[src/rtl/rs_enc_pkg.sv]
// Shared definitions for the RS(K+4,K) t=2 encoder/decoder blocks over GF(2^8).
// Holds the field polynomial, the generator coefficients and the encoder FSM encoding.
package rs_enc_pkg;

    localparam logic [8:0] GF_POLY = 9'h11D;
    localparam logic [7:0] G3      = 8'h0F;
    localparam logic [7:0] G2      = 8'h36;
    localparam logic [7:0] G1      = 8'h78;
    localparam logic [7:0] G0      = 8'h40;

    typedef enum logic [1:0] {
        ST_IDLE   = 2'b00,
        ST_DATA   = 2'b01,
        ST_PARITY = 2'b10
    } enc_state_e;

    // Multiply by alpha (x) modulo the field polynomial.
    function automatic logic [7:0] gf_xtime(input logic [7:0] a);
        gf_xtime = {a[6:0], 1'b0} ^ (a[7] ? GF_POLY[7:0] : 8'h00);
    endfunction

endpackage

[src/rtl/rs_gf_const_mul.sv]
// Combinational GF(2^8) multiply by a constant C: an XOR network of the
// shifted constant selected by the bits of the operand.
module rs_gf_const_mul
    import rs_enc_pkg::*;
#(
    parameter logic [7:0] C = 8'h01
) (
    input  logic [7:0] i_a,
    output logic [7:0] o_p
);

    logic [7:0] acc_s;
    logic [7:0] pw_s;

    // Sum C*x^i over the set bits of i_a; pw_s walks C, C*x, C*x^2, ...
    always_comb begin
        acc_s = 8'h00;
        pw_s  = C;
        for (int i = 0; i < 8; i++) begin
            if (i_a[i]) begin
                acc_s = acc_s ^ pw_s;
            end else begin
                acc_s = acc_s;
            end
            pw_s = gf_xtime(pw_s);
        end
    end

    assign o_p = acc_s;

endmodule

[src/rtl/rs_enc_parity_gen.sv]
// Systematic RS(K+4,K) encoder: forwards K data bytes one cycle late, then
// shifts out the four LFSR remainder bytes r3..r0 as parity.
module rs_enc_parity_gen
    import rs_enc_pkg::*;
#(
    parameter int K = 28
) (
    input  logic       i_clk,
    input  logic       i_res,
    input  logic [7:0] i_data,
    input  logic       i_valid,
    input  logic       i_frame_sync,
    output logic       o_ready,
    output logic [7:0] o_data,
    output logic       o_valid,
    output logic       o_sync,
    output logic       o_parity,
    output logic       o_last,
    output logic       o_sync_err
);

    localparam int             CW       = $clog2(K + 1);
    localparam logic [CW-1:0]  CNT_ONE  = CW'(1);
    localparam logic [CW-1:0]  CNT_LAST = CW'(K - 1);

    enc_state_e    state_q, state_d;
    logic [CW-1:0] cnt_q, cnt_d;
    logic [1:0]    pcnt_q, pcnt_d;
    logic [7:0]    r3_q, r2_q, r1_q, r0_q;
    logic [7:0]    r3_d, r2_d, r1_d, r0_d;
    logic [7:0]    data_q, data_d;
    logic          valid_q, valid_d;
    logic          sync_q, sync_d;
    logic          parity_q, parity_d;
    logic          last_q, last_d;
    logic          err_q, err_d;

    logic          ready_s, accept_s, fb_s;
    logic [7:0]    r3_g_s, r2_g_s, r1_g_s, r0_g_s, f_s;
    logic [7:0]    m3_s, m2_s, m1_s, m0_s;

    assign ready_s  = (state_q != ST_PARITY);
    assign accept_s = i_valid & ready_s;

    // A sync byte (or any byte in IDLE) starts from an all-zero remainder.
    assign fb_s   = (state_q == ST_DATA) & ~i_frame_sync;
    assign r3_g_s = fb_s ? r3_q : 8'h00;
    assign r2_g_s = fb_s ? r2_q : 8'h00;
    assign r1_g_s = fb_s ? r1_q : 8'h00;
    assign r0_g_s = fb_s ? r0_q : 8'h00;
    assign f_s    = i_data ^ r3_g_s;

    rs_gf_const_mul #(.C(G3)) u_mul_g3 (.i_a(f_s), .o_p(m3_s));
    rs_gf_const_mul #(.C(G2)) u_mul_g2 (.i_a(f_s), .o_p(m2_s));
    rs_gf_const_mul #(.C(G1)) u_mul_g1 (.i_a(f_s), .o_p(m1_s));
    rs_gf_const_mul #(.C(G0)) u_mul_g0 (.i_a(f_s), .o_p(m0_s));

    // FSM state register.
    always_ff @(posedge i_clk or posedge i_res) begin
        if (i_res) begin
            state_q <= ST_IDLE;
        end else begin
            state_q <= state_d;
        end
    end

    // FSM next-state logic.
    always_comb begin
        state_d = state_q;
        case (state_q)
            ST_IDLE: begin
                if (accept_s && i_frame_sync) begin
                    state_d = (K == 1) ? ST_PARITY : ST_DATA;
                end else begin
                    state_d = ST_IDLE;
                end
            end
            ST_DATA: begin
                if (accept_s && i_frame_sync) begin
                    state_d = (K == 1) ? ST_PARITY : ST_DATA;
                end else if (accept_s && (cnt_q == CNT_LAST)) begin
                    state_d = ST_PARITY;
                end else begin
                    state_d = ST_DATA;
                end
            end
            ST_PARITY: begin
                if (pcnt_q == 2'd3) begin
                    state_d = ST_IDLE;
                end else begin
                    state_d = ST_PARITY;
                end
            end
            default: state_d = ST_IDLE;
        endcase
    end

    // FSM outputs and datapath next values.
    always_comb begin
        cnt_d    = cnt_q;
        pcnt_d   = pcnt_q;
        r3_d     = r3_q;
        r2_d     = r2_q;
        r1_d     = r1_q;
        r0_d     = r0_q;
        data_d   = 8'h00;
        valid_d  = 1'b0;
        sync_d   = 1'b0;
        parity_d = 1'b0;
        last_d   = 1'b0;
        err_d    = 1'b0;
        case (state_q)
            ST_IDLE, ST_DATA: begin
                if (accept_s && (i_frame_sync || (state_q == ST_DATA))) begin
                    r3_d    = r2_g_s ^ m3_s;
                    r2_d    = r1_g_s ^ m2_s;
                    r1_d    = r0_g_s ^ m1_s;
                    r0_d    = m0_s;
                    cnt_d   = i_frame_sync ? CNT_ONE : (cnt_q + CNT_ONE);
                    data_d  = i_data;
                    valid_d = 1'b1;
                    sync_d  = i_frame_sync;
                    err_d   = i_frame_sync && (state_q == ST_DATA);
                end else if (accept_s) begin
                    err_d = 1'b1;
                end else begin
                    err_d = 1'b0;
                end
                pcnt_d = 2'd0;
            end
            ST_PARITY: begin
                data_d   = r3_q;
                valid_d  = 1'b1;
                parity_d = 1'b1;
                last_d   = (pcnt_q == 2'd3);
                r3_d     = r2_q;
                r2_d     = r1_q;
                r1_d     = r0_q;
                r0_d     = 8'h00;
                pcnt_d   = pcnt_q + 2'd1;
                cnt_d    = {CW{1'b0}};
            end
            default: begin
                pcnt_d = 2'd0;
                cnt_d  = {CW{1'b0}};
            end
        endcase
    end

    // Datapath and registered output flops.
    always_ff @(posedge i_clk or posedge i_res) begin
        if (i_res) begin
            cnt_q    <= {CW{1'b0}};
            pcnt_q   <= 2'd0;
            r3_q     <= 8'h00;
            r2_q     <= 8'h00;
            r1_q     <= 8'h00;
            r0_q     <= 8'h00;
            data_q   <= 8'h00;
            valid_q  <= 1'b0;
            sync_q   <= 1'b0;
            parity_q <= 1'b0;
            last_q   <= 1'b0;
            err_q    <= 1'b0;
        end else begin
            cnt_q    <= cnt_d;
            pcnt_q   <= pcnt_d;
            r3_q     <= r3_d;
            r2_q     <= r2_d;
            r1_q     <= r1_d;
            r0_q     <= r0_d;
            data_q   <= data_d;
            valid_q  <= valid_d;
            sync_q   <= sync_d;
            parity_q <= parity_d;
            last_q   <= last_d;
            err_q    <= err_d;
        end
    end

    assign o_ready    = ready_s;
    assign o_data     = data_q;
    assign o_valid    = valid_q;
    assign o_sync     = sync_q;
    assign o_parity   = parity_q;
    assign o_last     = last_q;
    assign o_sync_err = err_q;

endmodule

[config.mk]
export PLATFORM = sky130hd
export DESIGN_NAME = rs_enc_parity_gen
export DESIGN_NICKNAME = d
export VERILOG_FILES = /design/src/rtl/rs_enc_pkg.sv /design/src/rtl/rs_gf_const_mul.sv /design/src/rtl/rs_enc_parity_gen.sv
export SDC_FILE = /design/constraint.sdc
export NUM_CORES = 1
export LEC_CHECK = 0
export ABC_CLOCK_PERIOD_IN_PS = 5100
export BUFFER_PORTS_ARGS = -buffer_cell sky130_fd_sc_hd__buf_2
export CORE_UTILIZATION = 45
export CTS_CLUSTER_SIZE = 24
export DETAILED_ROUTE_END_ITERATION = 8
export PLACE_DENSITY_LB_ADDON = 0.05
export SLEW_MARGIN = 10
export SYNTH_ARGS = -nofsm -noshare
export SYNTH_HDL_FRONTEND = slang
export SYNTH_HIERARCHICAL = 1
export SYNTH_SLANG_ARGS = --single-unit
[constraint.sdc]
create_clock -name i_clk -period 5.1 [get_ports i_clk]
set_clock_uncertainty 0.05 [all_clocks]
set_input_delay 1.53 -clock i_clk [delete_from_list [all_inputs] [get_ports i_clk]]
set_output_delay 1.53 -clock i_clk [all_outputs]
set_load 0.05 [all_outputs]
* Word-level counts from Yosys, hierarchy flattened *
Cells that the tools add are included.

word-level totals
  register bits = 54
  input port bits = 12
  output and inout port bits = 14

cells by class
  $add $sub $neg = 2
  equal/unequal tests = 6
  multiplexer cells = 64
  bitwise logic cells = 35
  reductions and logical operators = 9

operators by type and width
  operator                                       number
  2-to-1 mux 8 bit                               26
  case mux 8 bit (2 select lines)                5
  2-to-1 mux 7 bit                               7
  XOR 8 bit                                      4
  inverter 5 bit                                 6
  inverter 3 -> 4 bit                            7
  inverter 4 bit                                 7
  2-to-1 mux 5 bit                               5
  2-to-1 mux 6 bit                               3
  inverter 6 bit                                 3
  inverter 7 bit                                 2
  2-to-1 mux 1 bit                               10
  2-to-1 mux 2 bit                               5
  case mux 2 bit (3 select lines)                1
  adder 5 x 1 -> 5 bit, second input constant    1
  == test 5 bit, second input constant           1
  == test 2 bit, second input constant           2
  logical AND 1 bit                              4
  2-to-1 mux 4 bit                               1
  != test 2 bit, second input constant           2
  inverter 1 bit                                 3
  adder 2 x 1 -> 2 bit, second input constant    1
  bitwise AND 1 bit                              2
  == test 2 x 1 -> 1 bit, second input constant  1
  7 further kinds                                7

* Logic depth before layout (Yosys ltp) *
Gate-level depths: netlist (run 1).

  depth in word-level cells = 22
  mapped depth = 11

* Cells and area by module *
The synthesis (run 1) kept the hierarchy.

modules (own cells, without submodules)
  module                       instances  cells each  area each (sq um)  seq. area each (sq um)
  rs_enc_parity_gen            1          316         3040.4             1351.3
  rs_gf_const_mul at u_mul_g1  1          18          274.0              0.0
  rs_gf_const_mul at u_mul_g3  1          18          237.7              0.0
  rs_gf_const_mul at u_mul_g0  1          15          138.9              0.0
  rs_gf_const_mul at u_mul_g2  1          13          128.9              0.0

* Least setup slack after synthesis (run 1) *
Ideal clock, no wire load.

  path type = input -> register
  start point = input i_frame_sync
  end point = register r1_q[0]
  library setup time = 0.066 ns
  data arrival time = 4.472 ns
  data required time = 4.984 ns
  setup slack = 0.512 ns
  stages on the path = 9
  path buffers = 1
  cell sequence = buf_2 > nor3b_4 > nand2_1 > xnor2_1 > xnor2_2 > xor3_1 > or3b_1 > a311oi_1 > a221o_1

on the way
  elaborated cells on any way between the ends = 22
  those cells by class = eq/ne (1); mux (10); bitwise (8); reduce/logical (3)

RTL lines
  what                                 RTL line                  source
  from (decl)                          rs_enc_parity_gen.sv:12   input logic i_frame_sync,
  inverter 1 bit (*)                   rs_enc_parity_gen.sv:46   assign fb_s = (state_q == ST_DATA) & ~i_frame_sync;
  bitwise AND 1 bit (*)                rs_enc_parity_gen.sv:46
  2-to-1 mux 8 bit (*)                 rs_enc_parity_gen.sv:47   assign r3_g_s = fb_s ? r3_q : 8'h00;
  XOR 8 bit (*)                        rs_enc_parity_gen.sv:51   assign f_s = i_data ^ r3_g_s;
  net f_s[3]                           rs_enc_parity_gen.sv:39   logic [7:0] r3_g_s, r2_g_s, r1_g_s, r0_g_s, f_s;
  2-to-1 mux 8 bit (*)                 rs_gf_const_mul.sv:20     if (i_a[i]) begin
  inverter 5 bit (no source line)      -
  2-to-1 mux 8 bit (*)                 rs_gf_const_mul.sv:20
  inverter 6 bit (no source line)      -
  2-to-1 mux 8 bit (*)                 rs_gf_const_mul.sv:20
  inverter 5 bit (no source line)      -
  2-to-1 mux 7 bit (*)                 rs_gf_const_mul.sv:20
  2-to-1 mux 8 bit (*)                 rs_gf_const_mul.sv:20
  net m1_s[0]                          rs_enc_parity_gen.sv:40   logic [7:0] m3_s, m2_s, m1_s, m0_s;
  XOR 8 bit (*)                        rs_enc_parity_gen.sv:117  r1_d = r0_g_s ^ m1_s;
  2-to-1 mux 8 bit (*)                 rs_enc_parity_gen.sv:114  if (accept_s && (i_frame_sync || (state_q == ST_DATA))) begin
  case mux 8 bit (2 select lines) (*)  rs_enc_parity_gen.sv:112  case (state_q)
  to (signal assigned)                 rs_enc_parity_gen.sv:170  r1_q <= r1_d;
  to (decl)                            rs_enc_parity_gen.sv:29   logic [7:0] r3_q, r2_q, r1_q, r0_q;

The timed path passes the listed nets; every way through them passes the cells marked *. The select of a mux whose other input is x is not followed.
A chain may end at the register's enable or synchronous reset.

* Final worst setup path (run 1) *
  start point = input i_frame_sync
  end point = register r2_q[2]

on the way
  elaborated cells on any way between the ends = 22
  those cells by class = eq/ne (1); mux (10); bitwise (8); reduce/logical (3)

RTL lines
  what                                 RTL line                  source
  inverter 1 bit (*)                   rs_enc_parity_gen.sv:46
  bitwise AND 1 bit (*)                rs_enc_parity_gen.sv:46
  2-to-1 mux 8 bit (*)                 rs_enc_parity_gen.sv:47
  XOR 8 bit (*)                        rs_enc_parity_gen.sv:51
  net f_s[3]                           rs_enc_parity_gen.sv:39
  2-to-1 mux 8 bit (*)                 rs_gf_const_mul.sv:20
  inverter 4 bit (no source line)      -
  2-to-1 mux 7 bit (*)                 rs_gf_const_mul.sv:20
  inverter 4 bit (no source line)      -
  2-to-1 mux 8 bit (*)                 rs_gf_const_mul.sv:20
  net m2_s[2]                          rs_enc_parity_gen.sv:40
  XOR 8 bit (*)                        rs_enc_parity_gen.sv:116  r2_d = r1_g_s ^ m2_s;
  2-to-1 mux 8 bit (*)                 rs_enc_parity_gen.sv:114
  case mux 8 bit (2 select lines) (*)  rs_enc_parity_gen.sv:112
  to (signal assigned)                 rs_enc_parity_gen.sv:169  r2_q <= r2_d;
  to (decl)                            rs_enc_parity_gen.sv:29

Marks and branches as above.

==> flow_summary.json, run 1 <==
{
  "status": "complete, no violations",
  "required_ns": 5.30,
  "finalCritPeriodShare": 0.8079,
  "criticalPathCategory": "input pin to register",
  "drtIter0Drc": 197,
  "dp_hpwl_um": 6319,
  "clk_latency_ns": 0.31,
  "slew_headroom": 0.4806,
  "synth.most_common_cell": "dfrtp_1",
  "grt_max_degree": 59,
  "synthCells": 380,
  "ys_async_sr_fraction": 1.000,
  "p_clk_frac": 0.099,
  "cp.arrival_ns": 4.32,
  "synthDistinctLibCells": 47,
  "gr-total-overflow": 0,
  "powerDensity_nw_per_um2": 596.5,
  "p_leak_nw": 1.877,
  "period_minus_slack_ns": 4.120,
  "register_area_um2": 1351,
  "vias_per_cell": 5.882,
  "synth_flop_cell": "dfrtp_1",
  "numCtsBuffers": 5,
  "hold_viol_final": 0,
  "worstMarginPinSlew_ns": 0.7783,
  "vias": 2953,
  "synth-edff-count": 0,
  "drv_slew": 0,
  "ctsHoldBuffers": 0,
  "start_util": 0.4649,
  "cap_violations": 0,
  "layout-drive-gt1-share": 0.1637,
  "final_nets": 411,
  "multiInputGateArea_um2": 2303,
  "grt_pass1_vias": 2866,
  "totalPowerFinal_w": 0.002457,
  "grt_use_total": 0.2330,
  "io_pins": 26,
  "post_cts_buffers": 0,
  "synthToLayoutAreaGrowth_pct": 7.828,
  "grt_pass1_wl_um": 15640,
  "nFillCells": 788,
  "antenna_left": 0,
  "cts_sinks": 54,
  "yosysTopAreaCellShare": 0.3538,
  "synth.avg_cell_area_um2": 10.05,
  "p_comb_frac": 0.609,
  "syn_nets": 394,
  "synth_area_leader_cell": "dfrtp_1",
  "p_switching_w": 0.0009968,
  "yosysSeqAreaShare": 0.3538,
  "cts_root_buffer": "clkbuf_8",
  "final_area_um2": 4119,
  "hp-class": "register to register",
  "worstSetupEndpointType": "register",
  "path_clk_slew_ns": 0.10,
  "port_buffers": 25,
  "setup_tns_ns": 0,
  "htreeDepth": 2,
  "dpl-instance-area_um2": 4039,
  "rsz0062_at_grt": "no",
  "ir_worst_vdd_v": 0.0002271,
  "yosysWarnings": 6,
  "dieArea_um2": 8861,
  "setup_viol": 0,
  "seqPwrFrac": 0.292,
  "diodes": 0,
  "switching_share": 0.4057,
  "mappedNetlistArea_um2": 3820,
  "die_y_um": 94.14,
  "core-area_um2": 8217,
  "gp_congestion": 0.8306,
  "num_rows": 33,
  "antenna_found_initial": 0,
  "wl_um": 9561,
  "synthTopCellsByCount": "54 x dfrtp_1, 43 x xnor2_1, 41 x nand2_1",
  "cts-resized-gates": 0,
  "synth-seq-cells": 54,
  "cts_tree": "done",
  "crit_path_max_fanout": 9,
  "p_int_w": 0.001460,
  "clk_path_buf_depth": 2,
  "clock.fmax_mhz": 242.7,
  "route.detailed.drc": 0,
  "drtPass1Iterations": 4,
  "startpoint_type": "input pin",
  "avgRoutedWirePerCell_um": 19.05,
  "die_w_um": 94.14,
  "synthTopCellsByArea": "dfrtp_1 35%, xnor2_1 9.9%, a221o_1 6.3%, xnor3_1 4.7%, nand2_1 4.0%"
}
[routing by layer]
layer,vias to the layer above,GRT usage,share of wire
li1,1408,-,-
met1,1468,0.3357,0.50
met2,67,0.3698,0.46
met3,10,0.02751,0.030
met4,0,0.06026,0.013
met5,-,0,0
[through the flow]
| stage | setup slack [ns] | util | hold slack (ns) | cells |
|---|---|---|---|---|
| finish | 0.9799 | 0.5013 | 0.3932 | 502 |
| global route | 0.7616 | 0.5013 | 0.3977 | 502 |
| CTS | 0.9998 | 0.5013 | 0.3973 | 502 |
| detailed placement | 0.6709 | 0.4915 | 0.3829 | 495 |
| global placement | 0.7057 | 0.4915 | 0.3785 | 495 |
| floorplan | 0.5125 | - | 0.3599 | 380 |
[final timing paths]
path,cells after the start,slack [ns],start,to
setup / recovery,10,0.98,i_frame_sync,r2_q[2]
hold / removal,1,0.39,pcnt_q[0],pcnt_q[0]
setup reg to reg,9,1.55,state_q[1],r2_q[2]
hold reg to reg,1,0.39,pcnt_q[0],pcnt_q[0]
max in group asynchronous,3,2.94,i_res,r0_q[6]
min in group asynchronous,2,1.21,i_res,cnt_q[3]
[cell families after synthesis]
kind of cell | share of synthesized area
compound gates | 0.1991
xor+xnor | 0.2175
fa+ha+maj | 0.006550
buf+inv | 0.04978
flops | 0.3538
simple gates | 0.1733
[sequential cells by signal (all words and copies together), names as in the netlist]
name and flops:
pcnt_q 2, o_parity 1, r0_q 8, cnt_q 5
state_q 2, r3_q 8, o_last 1, o_sync_err 1
o_sync 1, o_valid 1, r2_q 8, r1_q 8
o_data 8
[power by group through the flow]
stage                     Sequential [W]  Combinational, W  Clock (W)
after floorplan                 0.000686           0.00124          0
after global placement          0.000720           0.00147          0
after detailed placement        0.000723           0.00150          0
after CTS                       0.000713           0.00151   0.000254
after global routing            0.000735           0.00165   0.000268
final                           0.000717           0.00150   0.000244
[layout by cell type (no fill, tap or decap), types with 9 or more instances in the layout]
cell type / n
nand2b_1: 13
buf_4: 14
nor2b_1: 16
or3b_1: 12
a221o_1: 24
o211a_1: 13
o21ai_0: 13
a21oi_1: 21
a311oi_1: 11
nand3_1: 16
xnor2_1: 40
o21ai_1: 10
buf_2: 25
nand2_1: 41
dfrtp_1: 54
xor2_1: 9
[area by class of cell]
| cell class | instances | share of cell area |
|---|---|---|
| Multi-Input combinational cell | 291 | 0.5592 |
| Sequential cell | 54 | 0.3281 |
| Timing Repair Buffer | 39 | 0.05589 |
| Tap cell | 105 | 0.03190 |
| Clock buffer | 6 | 0.01762 |
| Inverter | 6 | 0.005468 |
| Clock inverter | 1 | 0.001823 |
[worst max-delay path, cell delays in order]
cell and delay [ns]:
buf_2 0.12, nor3b_4 0.39, nand2_1 0.16, xnor2_2 0.45, buf_4 0.29, xor2_1 0.42
xnor2_1 0.20, or3b_1 0.38, a311oi_1 0.23, a221o_1 0.15
Power figures use the tool's default switching activity.
==> run 2, diff against run 1 <==
--- a/config.mk
+++ b/config.mk
@@ -5,7 +5,7 @@
 export SDC_FILE = /design/constraint.sdc
 export NUM_CORES = 1
 export LEC_CHECK = 0
-export ABC_CLOCK_PERIOD_IN_PS = 5100
+export ABC_CLOCK_PERIOD_IN_PS = 4180
 export BUFFER_PORTS_ARGS = -buffer_cell sky130_fd_sc_hd__buf_2
 export CORE_UTILIZATION = 45
 export CTS_CLUSTER_SIZE = 24
==> constraint.sdc (replaced) <==
create_clock -name i_clk -period 4.18 [get_ports i_clk]
set_clock_uncertainty 0.05 [all_clocks]
set_input_delay 1.254 -clock i_clk [delete_from_list [all_inputs] [get_ports i_clk]]
set_output_delay 1.254 -clock i_clk [all_outputs]
set_load 0.05 [all_outputs]
==> run 2 against run 1 <==
Effect of this change: die area unchanged; setup slack got worse by 0.41 ns; cell count increased by 1.2%; sequential share of layout area decreased by 0.47 points; count of clock-buffer cells in the layout unchanged; highest routed layer unchanged.
==> flow_summary.json, run 2 (synthesis results as in run 1) <==
{
  "startpoint": "i_frame_sync",
  "cts_root_buffer": "clkbuf_8",
  "hold_path_end": "pcnt_q[0]",
  "clk_latency_ns": 0.31,
  "seqPwrFrac": 0.285,
  "htreeDepth": 2,
  "post_cts_buffers": 0,
  "r2r_cells": 9,
  "p_clk_frac": 0.106,
  "die_y_um": 94.14,
  "dieArea_um2": 8861,
  "hold_viol_final": 0,
  "numCtsBuffers": 5,
  "switching_share": 0.4027,
  "nFillCells": 775,
  "gr-total-overflow": 0,
  "p_int_w": 0.001816,
  "vias": 2949,
  "cts_sinks": 54,
  "path_clk_slew_ns": 0.10,
  "clk_path_buf_depth": 2,
  "cpPeakStageDelay_ns": 0.40,
  "p_switching_w": 0.001224,
  "final_nets": 416,
  "io_pins": 26,
  "placed_cells": 500,
  "avgRoutedWirePerCell_um": 18.17,
  "grt_max_degree": 59,
  "port_buffers": 25,
  "ir_worst_vdd_v": 0.0002771,
  "p_leak_nw": 1.918,
  "grt_pass1_wl_um": 15310,
  "min_delay_path_depth": 1,
  "cp.arrival_ns": 3.81,
  "core-area_um2": 8217,
  "regToRegStartpoint": "state_q[1]",
  "layout_common_cells": "54 x dfrtp_1, 41 x nand2_1, 39 x xnor2_1",
  "grt_use_total": 0.2261,
  "clock.fmax_mhz": 277.2,
  "drtPass1Iterations": 4,
  "period_minus_slack_ns": 3.607,
  "powerDensity_nw_per_um2": 727.3,
  "worstSetupEndpointType": "register",
  "slew_headroom": 0.5356,
  "ctsHoldBuffers": 0,
  "criticalPathCategory": "input pin to register",
  "crit_slowest_cell": "nor3b_4",
  "rsz0062_at_grt": "no",
  "r2r_slack_ns": 0.87,
  "dp_hpwl_um": 6244,
  "cts_tree": "done",
  "worstMarginPinSlew_ns": 0.6966,
  "cap_violations": 0,
  "path_cells": "buf_2, nor3b_4, nand2_1, xnor2_2, buf_4, xnor2_1, xor3_1, or3b_1, a311oi_1, a221o_1",
  "multiInputGateArea_um2": 2311,
  "register_area_um2": 1351,
  "num_rows": 33,
  "worstReg2RegEnd": "r1_q[0]",
  "wl_um": 9230,
  "vias_per_cell": 5.805,
  "gp_congestion": 0.8162,
  "setup_tns_ns": 0,
  "setup_viol": 0,
  "antenna_found_initial": 0,
  "drtIter0Drc": 150,
  "p_comb_frac": 0.608,
  "drv_slew": 0,
  "finalCritPeriodShare": 0.8630,
  "start_util": 0.4649,
  "die_w_um": 94.14,
  "synthToLayoutAreaGrowth_pct": 9.401,
  "crit_path_max_fanout": 9,
  "antenna_left": 0,
  "diodes": 0,
  "startpoint_type": "input pin",
  "status": "complete, no violations",
  "route.detailed.drc": 0,
  "layout-drive-gt1-share": 0.1811,
  "final_common_cell": "dfrtp_1",
  "final_cells": 508,
  "cts-resized-gates": 0,
  "required_ns": 4.38,
  "grt_pass1_vias": 2786,
  "hp-class": "register to register",
  "min_from": "pcnt_q[0]"
}
==> run 2: cell types whose count changed in the layout (fill, tap and decap cells not counted) <==
cell	change
clkbuf_8	+1
clkinv_2	+1
xnor2_2	+1
buf_4	+5
xnor2_1	-1
clkbuf_1	-1
==> run 2: routing by layer <==
layer / vias up / share of wire / global-route usage
li1: 1411 / - / -
met1: 1461 / 0.50 / 0.3347
met2: 65 / 0.45 / 0.3467
met3: 12 / 0.035 / 0.03155
met4: 0 / 0.014 / 0.05256
met5: - / 0 / 0
==> run 2: worst max path at each step <==
stage,slack (ns),endpoint
floorplan,0.03,r1_q[6]
global placement,0.24,r1_q[0]
detailed placement,0.19,r1_q[0]
CTS,0.51,r1_q[0]
global route,0.33,r1_q[0]
finish,0.57,r1_q[0]
==> run 2: power groups by stage <==
| stage | Sequential [W] | Clock, W | Combinational (W) |
|---|---|---|---|
| 4_1_cts | 0.000865 | 0.000328 | 0.00186 |
| 3_5_place_dp | 0.000877 | 0 | 0.00185 |
| 2_1_floorplan | 0.000837 | 0 | 0.00152 |
| 5_1_grt | 0.000893 | 0.000351 | 0.00203 |
| 6_report | 0.000867 | 0.000323 | 0.00185 |
| 3_3_place_gp | 0.000875 | 0 | 0.00181 |
==> run 2: critical path, delay by kind of cell <==
kind                      cells  cell delay (ns)
xor gates and xnor gates      3             0.91
and+or+nand+nor               3             0.93
AOI/OAI and AO/OA             2             0.40
buffers and inverters         2             0.30
==> run 2: stage by stage <==
| step | area, um2 | util | worst slack, ns | total power (W) | hold WS, ns |
|---|---|---|---|---|---|
| 3_5_place_dp | 4084 | 0.4970 | 0.1948 | 0.002728 | 0.3839 |
| 5_1_grt | 4179 | 0.5086 | 0.3313 | 0.003277 | 0.4135 |
| 3_3_place_gp | 4084 | 0.4970 | 0.2400 | 0.002687 | 0.3737 |
| 4_1_cts | 4179 | 0.5086 | 0.5148 | 0.003057 | 0.3984 |
| 2_1_floorplan | 3842 | - | 0.02967 | 0.002359 | 0.3599 |
| 6_report | 4179 | 0.5086 | 0.5725 | 0.003039 | 0.3958 |
==> run 2: layout make-up <==
type / instances / share of cell area
clock inverters: 2 / 0.002994
well taps: 105 / 0.03144
multi-input cells: 291 / 0.5530
inverters: 6 / 0.005389
clock buffers: 6 / 0.01976
flip-flops and latches: 54 / 0.3234
repair buffers: 44 / 0.06407
==> run 3, diff against run 2 <==
--- a/config.mk
+++ b/config.mk
@@ -11,6 +11,7 @@
 export CTS_CLUSTER_SIZE = 24
 export DETAILED_ROUTE_END_ITERATION = 8
 export PLACE_DENSITY_LB_ADDON = 0.05
+export RECOVER_POWER = 50
 export SLEW_MARGIN = 10
 export SYNTH_ARGS = -nofsm -noshare
 export SYNTH_HDL_FRONTEND = slang
==> run 3 against run 2 <==
Effect of this change: the flow now finishes with violations (max-capacitance violations, max-slew violations); wire length down 0.21%; flip-flop and latch count unchanged; sequential share of layout area increased by 0.13 points; first-iteration DRC count down 0.67%; critical endpoint is now o_ready; largest power group unchanged.
==> flow_summary.json, run 3 (synthesis results as in run 1) <==
{
  "slew_headroom": -0.09354,
  "cts-resized-gates": 0,
  "numCtsBuffers": 5,
  "num_rows": 33,
  "vias_per_cell": 5.770,
  "cts_sinks": 54,
  "port_buffers": 25,
  "final_cells": 508,
  "cp.arrival_ns": 2.46,
  "ir_worst_vdd_v": 0.0002771,
  "p_leak_nw": 1.900,
  "dieArea_um2": 8861,
  "clk_path_buf_depth": 2,
  "clock.fmax_mhz": 265.6,
  "cap_violations": 1,
  "whs_ns": 0.3971,
  "post_cts_buffers": 0,
  "htreeDepth": 2,
  "nFillCells": 780,
  "setup_tns_ns": 0,
  "final_nets": 416,
  "cts_root_buffer": "clkbuf_8",
  "cts_tree": "done",
  "die_w_um": 94.14,
  "rsz0062_at_grt": "no",
  "multiInputGateArea_um2": 2311,
  "path_clk_slew_ns": 0.10,
  "worstSetupEndpointType": "primary output",
  "gr-total-overflow": 0,
  "hold_viol_final": 0,
  "failed_checks": "max-capacitance violations, max-slew violations",
  "grt_use_total": 0.2261,
  "layout_common_cells": "54 x dfrtp_1, 41 x nand2_1, 39 x xnor2_1",
  "required_ns": 2.88,
  "vias": 2931,
  "clk_latency_ns": 0.32,
  "status": "complete, but fails checks",
  "hp-class": "register to register",
  "antenna_found_initial": 0,
  "dp_hpwl_um": 6244,
  "wl_um": 9211,
  "startpoint_type": "register",
  "setup_viol": 0,
  "placed_cells": 500,
  "io_pins": 26,
  "powerDensity_nw_per_um2": 729.9,
  "worstMarginPinSlew_ns": 1.640,
  "synthToLayoutAreaGrowth_pct": 8.975,
  "avgRoutedWirePerCell_um": 18.13,
  "antenna_left": 0,
  "finalCritPeriodShare": 0.9009,
  "final_common_cell": "dfrtp_1",
  "drv_slew": 31,
  "core-area_um2": 8217,
  "grt_max_degree": 59,
  "grt_pass1_wl_um": 15310,
  "criticalPathCategory": "register to primary output",
  "grt_pass1_vias": 2786,
  "start_util": 0.4649,
  "ctsHoldBuffers": 0,
  "register_area_um2": 1351,
  "drtIter0Drc": 149,
  "die_y_um": 94.14,
  "period_minus_slack_ns": 3.766,
  "drtPass1Iterations": 4,
  "layout-drive-gt1-share": 0.1663,
  "route.detailed.drc": 0,
  "diodes": 0,
  "crit_path_max_fanout": 19,
  "gp_congestion": 0.8162
}
## run 3: changes by cell type in the layout (fill, tap and decap cells not counted), sizes merged
cell	delta
buf	-5
clkbuf	+5
## run 3: final timing paths
check                           start         to  slack [ns]  depth (start not counted)
setup reg to reg           state_q[1]    r1_q[0]        0.87                          9
max in group asynchronous       i_res    r0_q[4]        0.95                          3
hold / removal              pcnt_q[0]  pcnt_q[0]        0.40                          1
hold reg to reg             pcnt_q[0]  pcnt_q[0]        0.40                          1
setup / recovery           state_q[1]    o_ready        0.41                          5
min in group asynchronous       i_res   cnt_q[2]        1.09                          2
## run 3: worst max-delay path, stage by stage (launching register included)
cell and delay, ns:
dfrtp_1 0.81, inv_1 0.24, nor2_2 0.15, clkbuf_1 0.64, inv_2 0.06, buf_2 0.24
## run 3: where the power goes
group	total [W]	switching (W)	internal, W
combinational	0.00185	0.000870	0.000979
clock	0.000321	0.000187	0.000134
sequential	0.000869	0.000168	0.000701
## run 3: metrics by stage
step                      setup WS [ns]  total power [W]  cell area (um2)  utilization
final                            0.4143         0.003039             4163       0.5066
after detailed placement         0.1948         0.002728             4084       0.4970
after global placement           0.2400         0.002687             4084       0.4970
after floorplan                 0.02967         0.002359             3842            -
after CTS                        0.5148         0.003057             4179       0.5086
after global routing             0.2361         0.003276             4163       0.5066
## run 3: final cells by class
type,instances,share of cell area
timing repair buffer,44,0.06041
sequential,54,0.3246
inverter,6,0.005410
multi-input combinational,291,0.5552
clock inverter,2,0.003006
clock buffer,6,0.01984
tap,105,0.03156
## run 3: metal layers
| layer | share of wire | track usage |
|---|---|---|
| met1 | 0.50 | 0.3347 |
| met5 | 0 | 0 |
| met4 | 0.014 | 0.05256 |
| met2 | 0.45 | 0.3467 |
| met3 | 0.033 | 0.03155 |
